[src/rtl/buffer_config_pkg.sv]
// Shared framebuffer geometry descriptors and the swap controller state encoding.
// Configs pair a source resolution with a read upscale so the display raster is explicit.
package buffer_config_pkg;

    typedef struct packed {
        int unsigned width;
        int unsigned height;
        int unsigned data_width;
        int unsigned scale_log2;
    } buffer_config_t;

    // Both configs scan out as a 640x480 display raster.
    localparam buffer_config_t BUFFER_160x120x12_X4 = '{
        width: 160, height: 120, data_width: 12, scale_log2: 2
    };
    localparam buffer_config_t BUFFER_320x240x12_X2 = '{
        width: 320, height: 240, data_width: 12, scale_log2: 1
    };

    typedef enum logic {
        IDLE_WRITE,
        FRAME_READY
    } swap_state_t;

    function automatic int unsigned disp_width(input buffer_config_t cfg);
        return cfg.width << cfg.scale_log2;
    endfunction

    function automatic int unsigned disp_height(input buffer_config_t cfg);
        return cfg.height << cfg.scale_log2;
    endfunction

endpackage

[src/rtl/fb_scan_addr_gen.sv]
// Scan-out address generator: walks the front buffer in raster order, replicating each
// pixel and each line 2**SCALE_LOG2 times using only adders and wrap compares.
module fb_scan_addr_gen
    import buffer_config_pkg::*;
#(
    parameter int unsigned WIDTH      = 160,
    parameter int unsigned HEIGHT     = 120,
    parameter int unsigned ADDR_WIDTH = $clog2(WIDTH * HEIGHT),
    parameter int unsigned SCALE_LOG2 = 2
) (
    input  logic                  clk,
    input  logic                  rst,
    input  logic                  i_frame_start,
    input  logic                  i_req,
    output logic [ADDR_WIDTH-1:0] o_addr
);

    localparam int unsigned PIXELS = WIDTH * HEIGHT;
    localparam int unsigned COL_W  = (WIDTH > 1) ? $clog2(WIDTH) : 1;
    localparam int unsigned SUB_W  = (SCALE_LOG2 > 0) ? SCALE_LOG2 : 1;

    localparam logic [COL_W-1:0]      COL_LAST  = COL_W'(WIDTH - 1);
    localparam logic [SUB_W-1:0]      SUB_LAST  = SUB_W'((1 << SCALE_LOG2) - 1);
    localparam logic [ADDR_WIDTH-1:0] BASE_LAST = ADDR_WIDTH'(PIXELS - WIDTH);
    localparam logic [ADDR_WIDTH-1:0] ROW_STEP  = ADDR_WIDTH'(WIDTH);

    logic [COL_W-1:0]      r_col,      w_col_cur,      w_col_next;
    logic [SUB_W-1:0]      r_subcol,   w_subcol_cur,   w_subcol_next;
    logic [SUB_W-1:0]      r_subrow,   w_subrow_cur,   w_subrow_next;
    logic [ADDR_WIDTH-1:0] r_row_base, w_row_base_cur, w_row_base_next;

    // Frame start clears the counters before this cycle's request is served.
    always_comb begin
        w_col_cur       = i_frame_start ? '0 : r_col;
        w_subcol_cur    = i_frame_start ? '0 : r_subcol;
        w_subrow_cur    = i_frame_start ? '0 : r_subrow;
        w_row_base_cur  = i_frame_start ? '0 : r_row_base;

        w_col_next      = w_col_cur;
        w_subcol_next   = w_subcol_cur;
        w_subrow_next   = w_subrow_cur;
        w_row_base_next = w_row_base_cur;

        if (i_req) begin
            if (w_subcol_cur == SUB_LAST) begin
                w_subcol_next = '0;
                if (w_col_cur == COL_LAST) begin
                    w_col_next = '0;
                    if (w_subrow_cur == SUB_LAST) begin
                        w_subrow_next   = '0;
                        w_row_base_next = (w_row_base_cur == BASE_LAST) ? '0
                                                                        : w_row_base_cur + ROW_STEP;
                    end else begin
                        w_subrow_next = w_subrow_cur + 1'b1;
                    end
                end else begin
                    w_col_next = w_col_cur + 1'b1;
                end
            end else begin
                w_subcol_next = w_subcol_cur + 1'b1;
            end
        end
    end

    always_ff @(posedge clk) begin
        if (rst) begin
            r_col      <= '0;
            r_subcol   <= '0;
            r_subrow   <= '0;
            r_row_base <= '0;
        end else begin
            r_col      <= w_col_next;
            r_subcol   <= w_subcol_next;
            r_subrow   <= w_subrow_next;
            r_row_base <= w_row_base_next;
        end
    end

    assign o_addr = w_row_base_cur + ADDR_WIDTH'(w_col_cur);

endmodule

[src/rtl/framebuffer_swap_ctrl.sv]
// Double-buffered framebuffer controller: renderer fills the back bank, display scans the
// front bank with pixel/line replication, and banks swap only at display frame start.
module framebuffer_swap_ctrl
    import buffer_config_pkg::*;
#(
    parameter int unsigned WIDTH      = BUFFER_160x120x12_X4.width,
    parameter int unsigned HEIGHT     = BUFFER_160x120x12_X4.height,
    parameter int unsigned DATA_WIDTH = BUFFER_160x120x12_X4.data_width,
    parameter int unsigned ADDR_WIDTH = $clog2(WIDTH * HEIGHT),
    parameter int unsigned SCALE_LOG2 = BUFFER_160x120x12_X4.scale_log2
) (
    input  logic                  clk,
    input  logic                  rst,
    input  logic                  wr_valid,
    output logic                  wr_ready,
    input  logic [DATA_WIDTH-1:0] wr_data,
    input  logic                  wr_last,
    input  logic                  rd_frame_start,
    input  logic                  rd_req,
    output logic [DATA_WIDTH-1:0] rd_data,
    output logic                  rd_valid,
    output logic                  mem_we,
    output logic [ADDR_WIDTH:0]   mem_waddr,
    output logic [DATA_WIDTH-1:0] mem_wdata,
    output logic [ADDR_WIDTH:0]   mem_raddr,
    input  logic [DATA_WIDTH-1:0] mem_rdata,
    output logic                  front_sel,
    output logic                  swap_pulse,
    output logic                  frame_err
);

    localparam int unsigned           PIXELS    = WIDTH * HEIGHT;
    localparam logic [ADDR_WIDTH-1:0] LAST_ADDR = ADDR_WIDTH'(PIXELS - 1);

    swap_state_t           r_state, w_state_next;
    logic                  r_front_sel;
    logic                  r_swap_pulse;
    logic                  r_frame_err;
    logic [ADDR_WIDTH-1:0] r_wr_addr;
    logic                  r_rd_vld_p1;

    logic                  w_frame_ready;
    logic                  w_accept;
    logic                  w_swap;
    logic                  w_rd_bank;
    logic [ADDR_WIDTH-1:0] w_rd_addr;

    // A completed back buffer is frozen until the display takes it.
    assign w_frame_ready = (r_state == FRAME_READY);
    assign wr_ready      = !w_frame_ready && !rst;
    assign w_accept      = wr_valid && wr_ready;
    assign w_swap        = rd_frame_start && w_frame_ready && !rst;

    always_comb begin
        w_state_next = r_state;
        case (r_state)
            IDLE_WRITE:  if (w_accept && wr_last) w_state_next = FRAME_READY;
            FRAME_READY: if (w_swap)              w_state_next = IDLE_WRITE;
            default:                              w_state_next = IDLE_WRITE;
        endcase
    end

    always_ff @(posedge clk) begin
        if (rst) r_state <= IDLE_WRITE;
        else     r_state <= w_state_next;
    end

    // Write path: wr_last and the pixel count must agree, otherwise flag it and realign.
    always_ff @(posedge clk) begin
        if (rst) begin
            r_wr_addr   <= '0;
            r_frame_err <= 1'b0;
        end else if (w_accept) begin
            if (wr_last || (r_wr_addr == LAST_ADDR)) r_wr_addr <= '0;
            else                                     r_wr_addr <= r_wr_addr + 1'b1;
            if (wr_last ^ (r_wr_addr == LAST_ADDR))  r_frame_err <= 1'b1;
        end
    end

    always_ff @(posedge clk) begin
        if (rst) begin
            r_front_sel  <= 1'b0;
            r_swap_pulse <= 1'b0;
        end else begin
            r_swap_pulse <= w_swap;
            if (w_swap) r_front_sel <= ~r_front_sel;
        end
    end

    assign mem_we    = w_accept;
    assign mem_waddr = w_accept ? {~r_front_sel, r_wr_addr} : '0;
    assign mem_wdata = w_accept ? wr_data : '0;

    fb_scan_addr_gen #(
        .WIDTH      (WIDTH),
        .HEIGHT     (HEIGHT),
        .ADDR_WIDTH (ADDR_WIDTH),
        .SCALE_LOG2 (SCALE_LOG2)
    ) u_scan (
        .clk           (clk),
        .rst           (rst),
        .i_frame_start (rd_frame_start),
        .i_req         (rd_req),
        .o_addr        (w_rd_addr)
    );

    // A request coinciding with a swap already reads the newly displayed bank.
    assign w_rd_bank = r_front_sel ^ w_swap;
    assign mem_raddr = {w_rd_bank, w_rd_addr};

    // ---- stage p1: BRAM data returns alongside the delayed request ----
    always_ff @(posedge clk) begin
        if (rst) r_rd_vld_p1 <= 1'b0;
        else     r_rd_vld_p1 <= rd_req;
    end

    assign rd_valid   = r_rd_vld_p1;
    assign rd_data    = r_rd_vld_p1 ? mem_rdata : '0;
    assign front_sel  = r_front_sel;
    assign swap_pulse = r_swap_pulse;
    assign frame_err  = r_frame_err;

endmodule

[config.mk]
export PLATFORM = sky130hd
export DESIGN_NAME = framebuffer_swap_ctrl
export DESIGN_NICKNAME = d
export VERILOG_FILES = /design/src/rtl/buffer_config_pkg.sv /design/src/rtl/fb_scan_addr_gen.sv /design/src/rtl/framebuffer_swap_ctrl.sv
export SDC_FILE = /design/constraint.sdc
export NUM_CORES = 1
export LEC_CHECK = 0
export BUFFER_PORTS_ARGS = -buffer_cell sky130_fd_sc_hd__buf_2
export CAP_MARGIN = 30
export CORE_ASPECT_RATIO = 0.9
export CORE_MARGIN = 4
export CORE_UTILIZATION = 56
export CTS_CLUSTER_SIZE = 14
export DETAILED_ROUTE_END_ITERATION = 12
export GPL_ROUTABILITY_DRIVEN = 0
export GPL_TIMING_DRIVEN = 1
export HOLD_SLACK_MARGIN = 0.03
export PLACE_DENSITY = 0.9
export SETUP_SLACK_MARGIN = 0.3
export SLEW_MARGIN = 20
export SYNTH_ARGS = -nofsm -noshare
export SYNTH_HDL_FRONTEND = slang
export SYNTH_SLANG_ARGS = --single-unit
[constraint.sdc]
create_clock -name clk -period 8.8 [get_ports clk]
set_input_delay 0.88 -clock clk [delete_from_list [all_inputs] [get_ports clk]]
set_output_delay 0.88 -clock clk [all_outputs]
set_load 0.02 [all_outputs]
==> results.py <==
metrics = {
    "logic_synthesis": {
        "synthSimpleGateAreaFrac_pct": 36.6,
        "ys.flop_type": "dfxtp_1",
        "synth_area_leaders": "dfxtp_1 (31%), and2_1 (9.6%), nor2_1 (5.8%)",
        "ys_seq_area_share_pct": 30.8,
        "syn_area_um2": 3050,
        "post_synth.cell_area_avg_um2": 8.12,
        "synth_adder_area_share_pct": 6.31,
        "synthesis.nets": 420,
        "yosys.area.top_type": "dfxtp_1",
        "netlist_instances": 376,
        "async_flop_share_pct": 0,
        "yosysTopAreaCellShare_pct": 30.8,
        "yosysWarningCount": 0,
        "ys_top_cells_by_count": "and2_1 (47), dfxtp_1 (47), nor2_1 (47)",
        "synth_seq_cells": 47,
        "synth_top_family_by_area": "simple AND/OR/NAND/NOR gates",
        "ys_types": 54,
        "synth_compound_area_share_pct": 10.3,
        "synthMuxAreaShare_pct": 2.05,
        "synth_edf_count": 0,
        "synthXorXnorAreaFrac_pct": 10.0,
    },
    "setup_path": {
        "critPathRequiredTime_ps": 7920,
        "arrival_ps": 3990,
        "critPathKind": "in2out",
        "cp_max_fo": 45,
        "reg2reg_slack_ps": 6090,
        "crit-reg2reg-launch": "u_scan.r_col[1]$_SDFF_PP0_",
        "worstReg2RegEnd": "u_scan.r_row_base[9]$_SDFF_PP0_",
        "startpoint_type": "input port",
        "critPathCaptureType": "output port",
        "ff2ff_path_depth": 7,
    },
    "detailed_routing": {
        "final_antenna_net_count": 0,
        "num_vias": 2867,
        "via_per_inst": 5.47,
        "drt_iter0_drc": 178,
        "dr.pass1.iters": 5,
        "avgRoutedWirePerCell_um": 14.2,
        "drc": 0,
        "wl_um": 7420,
    },
    "pwr": {
        "ir_worst_vdd_uv": 91.1,
        "leakage_uw": 0.00166,
        "p_per_area_nw_per_um2": 112,
    },
    "timing": {
        "setup-violations-final": 0,
        "fmax_mhz": 205,
        "slew_violations": 0,
        "post-route-period-util_pct": 55.4,
        "post-route-min-period_ps": 4870,
        "finalClockSkew_ps": 2.42,
        "setup_tns_ps": 0,
        "report.final.hold_viol_count": 0,
        "rsz0062_at_grt": "no",
        "relSlewSlack_pct": 38.6,
        "worstMarginPinSlew_ps": 912,
    },
    "cts": {
        "clock_latency_ps": 300,
        "clkTransAtPathRegs_ps": 80,
        "clk_path_buf_depth": 2,
        "cts_setup_buffers": 0,
        "cts_resized": 0,
        "cts.sinks": 47,
        "clockRootBuffer": "clkbuf_8",
        "cts_tree": "built",
        "cts_hold_buf": 0,
        "numCtsBuffers": 5,
        "htree_levels": 2,
    },
    "die": {
        "floorplan.core_area_um2": 5260,
        "initial_core_util_pct": 58.1,
        "io_pins": 92,
        "chipHeight_um": 78.0,
        "die_w_um": 85.8,
        "dieArea_um2": 6700,
        "rows": 25,
    },
    "layout": {
        "drive_gt1_share_pct": 23.4,
        "fin_nets": 501,
        "n_antenna_cell": 0,
        "area_growth_pct": 18.6,
        "postLayoutCellArea_um2": 3620,
    },
    "global_routing": {
        "track_usage_pct": 22.2,
        "grt_pass1_vias": 2677,
        "antenna_found_initial": 0,
        "grt_max_degree": 46,
        "grt-ovfl-total": 0,
        "grt_pass1_wl_um": 12200,
    },
    "hold_path": {
        "holdCritPathClass": "reg2reg",
        "hold_path_depth": 2,
        "hold_start": "frame_err$_SDFFE_PP0P_",
        "min_to": "frame_err$_SDFFE_PP0P_",
    },
    "outcome": {
        "status": "completed",
    },
    "place": {
        "placed_cell_area_um2": 3510,
        "io_buffers": 91,
        "dp_hpwl_um": 5710,
    },
    "run": {
        "cap_violations": 0,
    },
}
==> power breakdown <==
part / internal, µW / total (µW) / switching, µW
combinational: 15.4 / 39.5 / 24.2
clock: 83.3 / 151 / 68.2
sequential: 214 / 216 / 1.63
==> layout by cell type (no fill, tap or decap), types with 3 or more instances in the layout <==
master and count:
nor4b_1 3, nor2b_1 24, nand4_1 6, nand3_1 16, a31oi_1 4, nor4_1 3, buf_2 91, nor2_1 47
nor3_1 5, xor2_1 17, nand2_1 18, nand2b_1 6, clkbuf_8 5, dfxtp_1 47, and2_1 47, mux2i_1 4
nand3b_1 4, xnor2_1 18, o21ai_0 3, and3_1 5, a211oi_1 3, inv_1 10, a21oi_1 16, o21a_1 3
and2b_1 4, ha_1 13
==> routing by layer <==
layer  GRT usage, %  wire length (µm)  up-vias
met5              0                 0        -
met4           6.49                97        0
met3           4.20               517       10
met2           39.9              3700      104
met1           26.6              3100     1311
li1               -                 -     1442
==> worst max-delay path by stage <==
stage                     depth (start not counted)  slack (ps)      endpoint           start
final                                            10        3930  mem_raddr[8]  rd_frame_start
after global routing                             10        3690  mem_raddr[8]  rd_frame_start
after CTS                                        10        3940  mem_raddr[8]  rd_frame_start
after detailed placement                         10        3940  mem_raddr[8]  rd_frame_start
after global placement                           10        4070  mem_raddr[8]  rd_frame_start
after floorplan                                  10        3800  mem_raddr[8]  rd_frame_start
==> sequential cells by signal, indices dropped and copies added, names as in the netlist <==
| signal | flops |
|---|---|
| u_scan.r_col | 8 |
| u_scan.r_subrow | 2 |
| front_sel | 1 |
| u_scan.r_row_base | 15 |
| r_wr_addr | 15 |
| u_scan.r_subcol | 2 |
| r_state | 1 |
| frame_err | 1 |
| swap_pulse | 1 |
| rd_valid | 1 |
==> cells by family (layout without fill, tap and decap cells) <==
logic type / count (synthesis) / after routing
AND/OR/NAND/NOR: 199 / 199
flip-flops: 47 / 47
AO/OA/AOI/OAI: 46 / 46
XOR/XNOR: 35 / 35
buffers and inverters: 28 / 109
adder cells (fa/ha/maj): 15 / 15
multiplexers: 6 / 6
==> through the flow <==
| stage | std cells | utilization [%] | total power (µW) | hold slack [ps] | worst slack [ps] |
|---|---|---|---|---|---|
| global placement | 516 | 66.8 | 259 | 481 | 4070 |
| CTS | 523 | 68.8 | 412 | 496 | 3940 |
| global route | 524 | 68.9 | 420 | 521 | 3690 |
| floorplan | 376 | - | 245 | 446 | 3800 |
| detailed placement | 516 | 66.8 | 260 | 472 | 3940 |
| finish | 524 | 68.9 | 407 | 492 | 3930 |
==> critical path, stage by stage <==
cell       delay, ps
buf_2            560
nor2b_1          200
ha_1             280
fa_1             410
a21oi_1          300
o221ai_1         160
maj3_1           400
and3_1           200
a2111oi_0        340
buf_2            230
==> final cells by class <==
class | count | area (µm²)
multi-input cells | 301 | 1990
repair buffers | 92 | 463
clock buffers | 6 | 72.6
clock inverters | 1 | 30.0
flip-flops and latches | 47 | 941
inverters | 10 | 37.5
fillers | 409 | 1630
well taps | 67 | 83.8
No activity file was read; power rests on OpenSTA's default activity.
